===== src/rtl/pipe_stage_reg.sv =====
// ---------------------------------------------------------------------------
// pipe_stage_reg
//   Inter-stage pipeline register for the 5-stage MIPS core (F/D, D/E, E/M,
//   M/W). It carries the payload, PC, delay-slot flag, exception code and
//   valid bit. It inserts a bubble on stall, flushes to the handler entry on
//   an exception request, merges a locally detected exception, and keeps a
//   saturating count of stall bubbles.
//
// Ports
//   Clk, Rst        rising-edge clock, synchronous active-high reset
//   We              load enable (0 = hold)
//   Stall           insert a bubble this cycle
//   Req             exception taken: flush the stage to EXC_ENTRY
//   CntClr          synchronous clear of the bubble counter
//   DATA_in/PC_in/BD_in/ExcCode_in   incoming instruction state
//   ExcLocal_in/ExcLocalCode_in      exception raised by the upstream stage
//   DATA_out/PC_out/BD_out/ExcCode_out/Valid_out  registered stage state
//   BubbleCnt_out   saturating count of bubbles caused by Stall
// ---------------------------------------------------------------------------
module pipe_stage_reg #(
  parameter int unsigned DATA_W    = 128,
  parameter logic [31:0] EXC_ENTRY = 32'h0000_4180,
  parameter logic [4:0]  EXC_NONE  = 5'd31,
  parameter bit          CHECK_PC  = 1'b0,
  parameter int unsigned CNT_W     = 16
) (
  input  logic              Clk,
  input  logic              Rst,
  input  logic              We,
  input  logic              Stall,
  input  logic              Req,
  input  logic              CntClr,
  input  logic [DATA_W-1:0] DATA_in,
  input  logic [31:0]       PC_in,
  input  logic              BD_in,
  input  logic [4:0]        ExcCode_in,
  input  logic              ExcLocal_in,
  input  logic [4:0]        ExcLocalCode_in,
  output logic [DATA_W-1:0] DATA_out,
  output logic [31:0]       PC_out,
  output logic              BD_out,
  output logic [4:0]        ExcCode_out,
  output logic              Valid_out,
  output logic [CNT_W-1:0]  BubbleCnt_out
);

  localparam logic [4:0] EXC_ADEL = 5'd4;

  logic [DATA_W-1:0] data_q, data_d;
  logic [31:0]       pc_q, pc_d;
  logic              bd_q, bd_d;
  logic [4:0]        exc_q, exc_d;
  logic              valid_q, valid_d;
  logic [CNT_W-1:0]  cnt_q, cnt_d;
  logic [4:0]        merged_exc_c;

  // Exception merge: oldest carried exception first, then PC alignment, then local.
  always_comb begin
    merged_exc_c = EXC_NONE;
    if (ExcCode_in != EXC_NONE) begin
      merged_exc_c = ExcCode_in;
    end else if (CHECK_PC && (PC_in[1:0] != 2'b00)) begin
      merged_exc_c = EXC_ADEL;
    end else if (ExcLocal_in) begin
      merged_exc_c = ExcLocalCode_in;
    end
  end

  // Next stage state: Req > Stall > We > hold.
  always_comb begin
    data_d  = data_q;
    pc_d    = pc_q;
    bd_d    = bd_q;
    exc_d   = exc_q;
    valid_d = valid_q;
    if (Req) begin
      data_d  = '0;
      pc_d    = EXC_ENTRY;
      bd_d    = 1'b0;
      exc_d   = EXC_NONE;
      valid_d = 1'b0;
    end else if (Stall) begin
      // Bubble keeps PC/BD so EPC stays correct if an interrupt lands on it.
      data_d  = '0;
      pc_d    = PC_in;
      bd_d    = BD_in;
      exc_d   = EXC_NONE;
      valid_d = 1'b0;
    end else if (We) begin
      // A faulting instruction carries no payload so it cannot cause side effects.
      data_d  = (merged_exc_c != EXC_NONE) ? '0 : DATA_in;
      pc_d    = PC_in;
      bd_d    = BD_in;
      exc_d   = merged_exc_c;
      valid_d = 1'b1;
    end
  end

  // Bubble counter: clear wins over increment, saturates at all-ones.
  always_comb begin
    cnt_d = cnt_q;
    if (CntClr) begin
      cnt_d = '0;
    end else if (Stall && !Req && !(&cnt_q)) begin
      cnt_d = cnt_q + CNT_W'(1);
    end
  end

  // State registers with synchronous reset.
  always_ff @(posedge Clk) begin
    if (Rst) begin
      data_q  <= '0;
      pc_q    <= '0;
      bd_q    <= 1'b0;
      exc_q   <= EXC_NONE;
      valid_q <= 1'b0;
      cnt_q   <= '0;
    end else begin
      data_q  <= data_d;
      pc_q    <= pc_d;
      bd_q    <= bd_d;
      exc_q   <= exc_d;
      valid_q <= valid_d;
      cnt_q   <= cnt_d;
    end
  end

  assign DATA_out      = data_q;
  assign PC_out        = pc_q;
  assign BD_out        = bd_q;
  assign ExcCode_out   = exc_q;
  assign Valid_out     = valid_q;
  assign BubbleCnt_out = cnt_q;

endmodule


===== config.mk =====
export PLATFORM = sky130hd
export DESIGN_NAME = pipe_stage_reg
export DESIGN_NICKNAME = d
export VERILOG_FILES = /design/src/rtl/pipe_stage_reg.sv
export SDC_FILE = /design/constraint.sdc
export NUM_CORES = 1
export LEC_CHECK = 0
export CORE_AREA = 2 2 140 142
export CTS_BUF_LIST = sky130_fd_sc_hd__clkbuf_4 sky130_fd_sc_hd__clkbuf_8
export CTS_CLUSTER_SIZE = 10
export DETAILED_ROUTE_END_ITERATION = 8
export DIE_AREA = 0 0 142 144
export HOLD_SLACK_MARGIN = 0.08
export PLACE_DENSITY = 0.8
export SYNTH_ARGS = -nofsm -noshare
export SYNTH_HDL_FRONTEND = slang
export SYNTH_SLANG_ARGS = --single-unit

===== constraint.sdc =====
create_clock -name Clk -period 2.6 [get_ports Clk]
set_input_delay 0.52 -clock Clk [delete_from_list [all_inputs] [get_ports Clk]]
set_output_delay 0.52 -clock Clk [all_outputs]
set_load 0.01 [all_outputs]

# After elaboration in Yosys (flattened, before gate mapping)

Cells that the tools add are included.

Bits in registers: 183
Input port bits: 178
Output and inout bits: 183
Logic and storage cells: 28

Add/subtract/negate cells: 1
Equality and inequality tests: 2
Multiplexer cells: 8
Reductions and logical operators: 10

Operator list:

| operator                | count |
|---|---|
| $mux W128               | 1 |
| $mux W32                | 2 |
| $add A16 B1 Y16 const B | 1 |
| $reduce_and A16 Y1      | 1 |
| $mux W15                | 1 |
| $mux W5                 | 2 |
| $ne A5 B5 Y1 const B    | 2 |
| $reduce_or A2 Y1        | 2 |
| $reduce_bool A3 Y1      | 1 |
| $reduce_or A3 Y1        | 1 |
| $logic_and A1 B1 Y1     | 2 |
| $logic_not A1 Y1        | 2 |
| $mux W1                 | 2 |
| $reduce_bool A2 Y1      | 1 |

# Logic depth before layout (Yosys ltp)

Gate-level depths: netlist of the first run.

Depth in word-level cells: 4
Mapped depth: 7
Mapped depth without buffers: 5

# Worst setup path after synthesis of the first run

OpenSTA, ideal clock, no wires.

Kind: reg2reg
Start point: register cnt_q[0], in the netlist BubbleCnt_out[0]
End point: register cnt_q[12], in the netlist BubbleCnt_out[12]
Library setup time: 135 ps
Arrival: 1765 ps
Required time: 2465 ps
Setup slack: 700 ps
Cell stages (with the launch flop): 6
Buffers on the path: 0
Clock period less this slack: 1900 ps
Cell sequence: dfxtp_1 -> ha_1 -> nand4_4 -> or4_4 -> o311ai_0 -> o41ai_1

Word-level cells in the longest chain between the ends: 3
Elaborated cells on any way between the ends: 4
Classes of those cells: add/sub: 1; reduce/logical: 3

RTL lines:

| element                                                                 | line | text |
|---|---|---|
| start, declared                                                         | 54   | `logic [CNT_W-1:0] cnt_q, cnt_d;` |
| start signal, assigned                                                  | 124  | `cnt_q <= cnt_d;` |
| parallel branches: the longest is 3 deep, another holds $add A16 B1 Y16 | n/a  |  |

Several ways; the timed one is not identified.
A chain may end at the register's enable or synchronous reset.

# Final worst setup path of the first run

Same ends and word-level chain as after synthesis.

==> results of run 1 <==
-- Yosys cell counts, drive strengths merged --
cell type,instances
o211ai,5
nand4b,1
nor2b,1
nor4,5
a22o,128
nor3,1
a21oi,38
o21ai,7
o41ai,1
nand2b,6
clkbuf,24
a31oi,6
a21o,1
nand4,8
and4,3
o211a,1
o31ai,3
o21a,2
or2,3
nand2,76
o311ai,1
dfxtp,183
or3,8
and3,1
and2,2
inv,2
nand3,12
nor2,8
mux2i,1
buf,19
a211oi,1
ha,1
a22oi,1
nand3b,2
o31a,1
or4,3
-- cell families (layout without fill, tap and decap cells) --
| logic type | count (synthesis) | count (layout) |
|---|---|---|
| AOI/OAI and AO/OA | 196 | 196 |
| buffers and inverters | 45 | 408 |
| DFF | 183 | 183 |
| and+or+nand+nor | 140 | 140 |
| adders and majority gates | 1 | 1 |
| muxes | 1 | 1 |
-- metrics by stage --
step	power (mW)	instances	setup slack, ps	cell area [sq um]
5_1_grt	5.501	1167	301.2	10400
3_5_place_dp	3.370	1135	194.6	9987
3_3_place_gp	3.364	1135	263.7	9987
2_1_floorplan	3.002	566	700.2	6128
6_report	5.282	1167	502.6	10400
4_1_cts	5.354	1167	472.9	10400
-- worst max-delay path by stage --
stage / end / slack [ps] / cells after the start / startpoint
floorplan: BubbleCnt_out[12] / 700 / 5 / BubbleCnt_out[0]
global placement: BubbleCnt_out[12] / 260 / 5 / Stall
detailed placement: BubbleCnt_out[12] / 190 / 5 / Stall
CTS: BubbleCnt_out[2] / 470 / 1 / BubbleCnt_out[2]
global route: BubbleCnt_out[4] / 300 / 5 / BubbleCnt_out[0]
finish: BubbleCnt_out[12] / 500 / 5 / BubbleCnt_out[0]
-- power groups by stage --
stage / Sequential, mW / Combinational, mW / Clock [mW]
after floorplan: 2.92 / 0.0847 / 0
after global placement: 2.90 / 0.459 / 0
after detailed placement: 2.91 / 0.464 / 0
after CTS: 2.84 / 0.466 / 2.05
after global routing: 2.85 / 0.494 / 2.16
final: 2.84 / 0.463 / 1.98
-- metal layers --
| metal | share of wire | vias to the layer above |
|---|---|---|
| met5 | 0 | - |
| met4 | 0.022 | 0 |
| met3 | 0.083 | 33 |
| met2 | 0.48 | 256 |
| met1 | 0.41 | 2689 |
| li1 | - | 2796 |
-- sequential cells by signal, summed over array words and instances (netlist names) --
register	flops
DATA_out	128
PC_out	32
ExcCode_out	5
BD_out	1
BubbleCnt_out	16
Valid_out	1
-- final cells by class --
type                       count  area (sq um)
sequential                   183          3664
tap                          238         297.8
timing repair buffer         374          3759
clock inverter                15         181.4
multi-input combinational    338          2260
fill                        1692          8677
clock buffer                  17         234.0
inverter                       2         7.507
-- tightest hold or removal path, delay by kind of cell (launching register included) --
family,cells,cell delay [ps]
AO/OA/AOI/OAI,1,50
flip-flops,1,320
AND/OR/NAND/NOR,1,50
==> metrics.yaml, run 1 <==
worst_slew_pin_slew_ps: 740.3
port_buffers: 360
cts-root-buf: "clkbuf_8"
syn2layout_area_growth_pct: 69.74
clockBufferDepth: 2
synth_mux_area_frac: 0.001633
rsz0062_at_grt: "false"
p_sw_mw: 1.327
post-route-period-util: 0.8067
hpwlAfterDp_um: 14930
cp_slowest_stage_delay_ps: 560
routabilityCongestion: 0.8356
power_density_mw_per_mm2: 507.8
rows: 51
cts_resized: 0
grt_max_degree: 74
num-nets-final: 1095
synth_top_family_by_area: "compound AO/OA/AOI/OAI gates"
coreArea_sq_mm: 0.01908
hold_depth: 2
gr-usage-met2: 0.3003
synth_compound_area_frac: 0.2477
synth_xor_area_frac: 0
min_to: "PC_out[0]"
cts_max_level: 4
worst_path_max_delay_cell: "or4_4"
maxCapViolCount: 0
grt_util_met1: 0.2219
fin_crit_ps: 2097
synth-simple-area-share: 0.1154
cellLeakagePower_nw: 3.837
r2r_slack_ps: 500
grt_use_met3: 0.06556
timing.hold.ws_ps: 454.0
netlist_instances: 566
synth_top_area_frac: 0.5978
fmax_mhz: 476.8
critPathKind: "flip-flop to flip-flop"
share_comb_of_total_power: 0.088
grt_use_total: 0.1834
cp.arrival_ps: 2410
die_x_um: 142
fin_util: 0.5452
crit_fanout: 8
hold_start: "PC_out[0]"
vias_per_cell: 4.948
die_area_sq_mm: 0.02045
grt_pass1_wl_um: 29400
start_util: 0.3212
synth_seq_cells: 183
drt_iter0_markers: 260
path_cells: "ha_1, nand4_4, or4_4, o311ai_0, o41ai_1"
routed_wl_um: 20010
tns_ps: 0
grt_pass1_vias: 5434
p_sw_frac: 0.2512
p_int_mw: 3.955
final_common_cell: "clkdlybuf4s50_1"
clkLatencyLatePin_ps: 450
netlist_area_sq_mm: 0.006128
ys_top_cells_by_area: "dfxtp_1 (60%), a22o_1 (18%), nand2_1 (4.7%)"
syn_nets: 745
hold_path.class: "flip-flop to flip-flop"
drt_pre_antenna_iters: 6
cts_setup_buffers: 0
worstRegToRegCells: 5
r2r-end: "BubbleCnt_out[12]"
finClkSkew_ps: 18.38
critPathLaunchType: "flip-flop"
yosys.area.top_type: "dfxtp_1"
cts.sinks: 183
drc_errors: 0
ys_seq_area_frac: 0.5978
ant_nets: 0
endpoint_kind: "flip-flop"
setup_viol: 0
cp_top_family: "simple AND/OR/NAND/NOR gates"
top_usage_layer: "met2"
slew_headroom: 0.5028
ios: 361
synth_cell_types: 45
holdBufCountCts: 0
yosys_warnings: 0
die-height_um: 144
p_seq_frac: 0.538
n_antenna_cell: 0
cts_buffers: 17
drv_slew: 0
vias: 5774
layout-drive-gt1-share: 0.06351
cts_tree: "yes"
clockPowerShare: 0.374
wl_per_cell_um: 17.15
path_clk_slew_ps: 100
r2r_start: "BubbleCnt_out[0]"
synthAdderAreaFrac: 0.002042
vdd_drop_max_mv: 0.3325
worstPathRequired_ps: 2910
grt-ovfl-total: 0
syn_area_per_cell_sq_um: 10.83
hold_violations: 0
antenna_found_initial: 0
timing.critical_path.buf_inv: 0
status: "complete, no violations"
final_cell_mix: "clkdlybuf4s50_1 (360), dfxtp_1 (183), a22o_1 (128)"
Note: power is estimated with default switching activity, not from simulation.
==> run 2, diff against run 1 <==
==> constraint.sdc (replaced) <==
create_clock -name Clk -period 2.12 [get_ports Clk]
set_input_delay 0.424 -clock Clk [delete_from_list [all_inputs] [get_ports Clk]]
set_output_delay 0.424 -clock Clk [all_outputs]
set_load 0.01 [all_outputs]
==> run 2 against run 1 <==
  * Sequential power grew 23%
  * Sequential share of layout area down 0.73 points
  * Non-clock buffer count is 18 higher
  * Clock-buffer cell count did not move
  * Largest cell class unchanged
  * Highest routed layer unchanged
==> metrics.yaml, run 2 (same netlist as run 1, synthesis figures left out) <==
hpwlAfterDp_um: 15370
p_int_mw: 5.106
cp_top_family: "buffers and inverters"
setup_viol: 0
ios: 361
holdBufCountCts: 0
grt_pass1_wl_um: 30440
worst_path_max_delay_cell: "clkdlybuf4s50_1"
critPathKind: "flip-flop to output pin"
cp_num_cells: 1
cts-root-buf: "clkbuf_8"
vias: 5888
cts_tree: "yes"
wl_met2_um: 10050
grt_pass1_vias: 5649
worstPathRequired_ps: 1700
drt_iter0_markers: 198
grt_use_total: 0.1898
n_fill_cell: 1679
start_util: 0.3212
cts_buffers: 17
post-route-period-util: 0.9367
num-nets-final: 1113
routabilityCongestion: 0.8246
drt_pre_antenna_iters: 6
power_density_mw_per_mm2: 637.7
endpoint_kind: "output pin"
fin_util: 0.5567
p_sw_frac: 0.2461
die_area_sq_mm: 0.02045
met3_length_um: 1787
rsz0062_at_grt: "false"
die_x_um: 142
rows: 51
clockPowerShare: 0.399
clockBufferDepth: 2
routed_wl_um: 20560
p_seq_frac: 0.514
multi_input_area_sq_mm: 0.002260
path_clk_slew_ps: 110
cts.sinks: 183
vdd_drop_max_mv: 0.4561
share_comb_of_total_power: 0.087
cts_setup_buffers: 0
critPathLaunchType: "flip-flop"
vias_per_cell: 4.969
n_antenna_cell: 0
fin_crit_ps: 1986
drc_errors: 0
stdcell_area_sq_mm: 0.01062
wl_met1_um: 8270
path_cells: "clkdlybuf4s50_1"
maxCapViolCount: 0
clkLatencyLatePin_ps: 450
fmax_mhz: 503.6
finClkSkew_ps: 21.31
cp_slowest_stage_delay_ps: 600
slew_headroom: 0.7305
status: "complete, no violations"
worstRegToRegCells: 7
coreArea_sq_mm: 0.01908
cellLeakagePower_nw: 3.969
p_sw_mw: 1.667
timing.hold.ws_ps: 453.9
hold_path.class: "flip-flop to flip-flop"
antenna_found_initial: 0
layout-drive-gt1-share: 0.08131
cts_max_level: 4
drv_slew: 0
largest_reg_flops: 128
ant_nets: 0
grt-ovfl-total: 0
die-height_um: 144
final_cell_mix: "clkdlybuf4s50_1 (360), dfxtp_1 (183), a22o_1 (128)"
dr.max_layer_used: "met4"
wl_per_cell_um: 17.35
timing.critical_path.buf_inv: 1
placed_area_sq_mm: 0.01016
tns_ps: 0
hold_violations: 0
crit_fanout: 8
worst_slew_pin_slew_ps: 400.5
final_common_cell: "clkdlybuf4s50_1"
cp.arrival_ps: 1560
port_buffers: 360
register_area_sq_mm: 0.003664
grt_max_degree: 56
hold_depth: 2
syn2layout_area_growth_pct: 73.32
cts_resized: 0
==> run 2: power by group through the flow <==
stage	Combinational [mW]	Sequential (mW)	Clock, mW
floorplan	0.104	3.58	0
global route	0.627	3.49	2.91
finish	0.589	3.48	2.70
detailed placement	0.587	3.56	0
CTS	0.590	3.48	2.80
global placement	0.578	3.56	0
==> run 2: area by class of cell <==
class	instances	share of cell area
inverters	2	0.0007068
flip-flops and latches	183	0.3449
well taps	238	0.02804
repair buffers	392	0.3701
clock inverters	15	0.02144
clock buffers	17	0.02203
multi-input cells	338	0.2127
==> run 2: through the flow <==
step / instances / total power [mW] / worst slack [ps]
after floorplan: 566 / 3.682 / 220.2
after global routing: 1185 / 7.024 / 19.99
final: 1185 / 6.773 / 134.2
after global placement: 1153 / 4.140 / -26.28
after detailed placement: 1153 / 4.150 / -17.14
after CTS: 1185 / 6.871 / 73.88
==> run 2: path summary, 6_finish.rpt <==
path                                        from               end  slack, ps
worst max-delay path            BubbleCnt_out[2]  BubbleCnt_out[2]        130
worst min-delay path                  PC_out[15]        PC_out[15]        450
worst max register to register  BubbleCnt_out[1]  BubbleCnt_out[6]        140
worst min register to register        PC_out[15]        PC_out[15]        450
==> run 2: worst register-to-register path: stages, from the launching register on <==
cell and delay (ps):
dfxtp_1 370, ha_1 250, nand4_4 150, buf_4 160
nor4_4 40, buf_4 190, or4_2 610, a21oi_1 160
==> run 2: metal layers <==
metal,GRT usage,vias to the layer above
met5,0,-
met2,0.3214,243
met3,0.06954,28
li1,-,2832
met4,0.07579,0
met1,0.2183,2785
==> patch 1, RTL diff (config.mk and constraints of run 1) <==
`DATA_W`: 128 -> 256.
--- a/src/rtl/pipe_stage_reg.sv
+++ b/src/rtl/pipe_stage_reg.sv
@@ -20,3 +20,3 @@
 module pipe_stage_reg #(
-  parameter int unsigned DATA_W    = 128,
+  parameter int unsigned DATA_W    = 256,
   parameter logic [31:0] EXC_ENTRY = 32'h0000_4180,
Interface: changed (resized DATA_in and DATA_out); port bits go from 361 to 617. The function was not compared with the original's and may differ.
==> patch 1 against run 1 <==
  * The run now fails in I/O pin placement (3_2_place_iop)
  * Area after synthesis up 63%
  * Synthesized cell count up 49%
==> patch 1: results (changes against run 1) <==
cell types occupying the most area after synthesis - dfxtp_1, a22o_1, nand2_1, a21oi_1, buf_4 (was dfxtp_1, a22o_1, nand2_1, a21oi_1, clkbuf_1)
most instantiated cells after synthesis - dfxtp_1, a22o_1, nand2_1 (unchanged)
Mean Syn Cell Area - 11.80 sq um (was 10.83 sq um)
width of the chip - 142 um (unchanged)
Main synth FF type - dfxtp_1 (unchanged)
number of synthesized register bits - 311 (was 183)
number of distinct library cell variants in the gate-level netlist after synthesis - 39 (was 45)
share of async-settable or async-resettable flops after synthesis - 0% (unchanged)
Exit stage - I/O pin placement (3_2_place_iop)
status - did not finish (was complete, no violations)
synth warn - 0 (unchanged)
number of nets in the synthesized netlist - 1153 (was 745)
proportion of synthesized chip area in sequential cells - 62.37% (was 59.78%)
error that halted the flow - [ERROR PPL-0024] Number of IO pins (617) exceeds maximum number of available positions (510). Increase the die perimeter from 572.00um to 839.12um.
-- patch 1: changes by cell type after synthesis, sizes merged, moves of 3 or more --
cell    before  now
nand2       76   80
o21ai        7    3
dfxtp      183  311
nor4         5    2
clkbuf      24   15
a22o       128  256
buf         19   57
mux2i        1    4
-- patch 1: logic make-up after synthesis --
logic type / Yosys count / share of synthesized area, %
AO/OA/AOI/OAI: 319 / 26.44
flip-flops: 311 / 62.37
AND/OR/NAND/NOR: 136 / 6.430
buffers and inverters: 74 / 4.149
multiplexers: 4 / 0.4011
XOR/XNOR: 1 / 0.08776
adder cells (fa/ha/maj): 1 / 0.1253
==> patch 2, RTL diff (flow settings as in run 1) <==
Without the edit above. Reset style: asynchronous (`Rst`), changed in one clocked block. Comments in the files are not updated.
--- a/src/rtl/pipe_stage_reg.sv
+++ b/src/rtl/pipe_stage_reg.sv
@@ -109,3 +109,3 @@
   // State registers with synchronous reset.
-  always_ff @(posedge Clk) begin
+  always_ff @(posedge Clk or posedge Rst) begin
     if (Rst) begin
Check against the original RTL: differs if Rst is asserted again (counterexample within 4 cycles, from zero or initial values and one cycle with Rst high); with Rst held inactive, the same outputs for 4 cycles.
==> patch 2 against run 1 <==
  * Cell area grew 12%
  * Sequential cell count is the same
  * Wire length grew 9.5%
  * Total power increased by 4.0%
  * Global-route usage up 2.5 points
  * Area after synthesis increased by 20%
  * Utilization rose by 6.3 points
  * Worst setup slack improved by 15 ps
==> patch 2: results (changes against run 1) <==
status - complete, no violations (unchanged)
switching power share of the total - 25.66% (was 25.12%)
vias in the first global route - 6023 (was 5434)
net total in the final layout - 1114 (was 1095)
adder and majority cell fraction of the synthesized area - 0.1708% (was 0.2042%)
Arrival @ worst endpoint - 1560 ps (was 2410 ps)
worst clock skew on the final layout - 13.95 ps (was 18.38 ps)
Routed met1 length - 8812 um (was 8268 um)
cell types occupying the most area after synthesis - dfrtp_1, a22o_1, nand2_1, nand3b_1, buf_12 (was dfxtp_1, a22o_1, nand2_1, a21oi_1, clkbuf_1)
leak pwr - 5.085 nW (was 3.837 nW)
count of port buffers added during placement - 360 (unchanged)
number of nets in the synthesized netlist - 748 (was 745)
mux share of post-synthesis cell area - 1.059% (was 0.1633%)
pin slew with the least headroom to its limit - 759.7 ps (was 740.3 ps)
Pre-antenna DRT Iters - 5 (was 6)
HP Class - primary input to async pin (was flop to flop)
later-pin clock latency in the skew report - 450 ps (about the same)
met3 track demand over resource in global routing - 6.987% (was 6.556%)
Main synth FF type - dfrtp_1 (was dfxtp_1)
proportion of synthesized chip area in sequential cells - 62.60% (was 59.78%)
Placed Instances - 1154 (was 1135)
share of async-settable or async-resettable flops after synthesis - 100.0% (was 0%)
most instantiated cells after synthesis - dfrtp_1, a22o_1, nand2_1 (was dfxtp_1, a22o_1, nand2_1)
synthesized-area fraction occupied by xor and xnor cells - 0% (unchanged)
Mean Syn Cell Area - 12.87 sq um (was 10.83 sq um)
fillcell total - 1511 (was 1692)
total wire length after detailed routing - 21910 um (was 20010 um)
Avg Vias per Cell - 5.170 (was 4.948)
maximum net fanout on the critical path - 2 (was 8)
met1 capacity usage during global routing - 26.26% (was 22.19%)
compound-gate portion of the synthesized area - 18.16% (was 24.77%)
routed wire length on met3 - 1668 um (was 1658 um)
Slowest-stage cell, CP - clkdlybuf4s50_1 (was or4_4)
maximum number of pins on one net before global-route repair - 65 (was 74)
sum of net half-perimeters after detailed placement - 16070 um (was 14930 um)
detailed-route wire length per cell - 18.47 um (was 17.15 um)
worst setup slack before clock tree synthesis - 88.19 ps (was 194.6 ps)
initial antenna violation count - 0 (unchanged)
Global Route Usage Sum - 20.86% (was 18.34%)
RePlAce Congestion - 0.7876 (was 0.8356)
synth warn - 0 (unchanged)
clock root cell - clkbuf_8 (unchanged)
Placed Area - 11200 sq um (was 9987 sq um)
number of distinct library cell variants in the gate-level netlist after synthesis - 37 (was 45)
fraction of final layout cells sized beyond drive strength 1 - 7.911% (was 6.351%)
detailed-routed wire length on met2 - 11050 um (was 9651 um)
crit-path leading delay family - buffers and inverters (was simple AND/OR/NAND/NOR gates)
first-pass GRT wire length - 33060 um (was 29400 um)
IR drop worst, VDD - 0.3920 mV (was 0.3325 mV)
post-CTS setup buffer count - 0 (unchanged)
number of design-rule violations left by the first detailed-router iteration - 314 (was 260)
global routing met2 resource utilization - 34.32% (was 30.03%)
Worst Reg-to-Reg Cells - 5 (unchanged)
-- patch 2: cell types whose count changed after synthesis, moves of 5 or more --
| cell | change |
|---|---|
| mux2_1 | +5 |
| nor2_1 | +6 |
| buf_12 | +11 |
| dfstp_2 | +5 |
| a31oi_1 | -6 |
| nor2b_1 | +6 |
| buf_4 | -11 |
| dfrtp_1 | +178 |
| a21oi_1 | -20 |
| dfxtp_1 | -183 |
| or4_1 | +5 |
| nand3b_1 | +29 |
| o211ai_1 | -5 |
-- patch 2: final timing paths --
path                                        from                end  slack [ps]
worst min register to register         PC_out[5]          PC_out[5]         470
worst max register to register  BubbleCnt_out[1]  BubbleCnt_out[14]         720
min in group Clk                       PC_out[5]          PC_out[5]         470
max in group asynchronous                    Rst     ExcCode_out[4]        1500
worst max-delay path              ExcCode_out[4]     ExcCode_out[4]         520
worst min-delay path                         Rst       DATA_out[73]         410
-- patch 2: layout make-up --
type	count	area, sq um	share of cell area (%)
repair buffers	389	3934	33.91
clock inverters	14	156.4	1.348
flip-flops and latches	183	4586	39.53
well taps	238	297.8	2.567
clock buffers	18	247.7	2.135
multi-input cells	341	2365	20.38
inverters	3	15.01	0.1294
-- patch 2: power groups by stage --
stage	combinational (mW)	clock [mW]	sequential (mW)
finish	0.604	1.98	2.91
global route	0.654	2.16	2.92
CTS	0.612	2.03	2.91
detailed placement	0.610	0	2.97
global placement	0.605	0	2.97
floorplan	0.148	0	2.99
-- patch 2: cell families after synthesis --
group	Yosys count
muxes	7
buffers and inverters	45
AOI/OAI and AO/OA	165
adders and majority gates	1
DFF	183
and+or+nand+nor	168
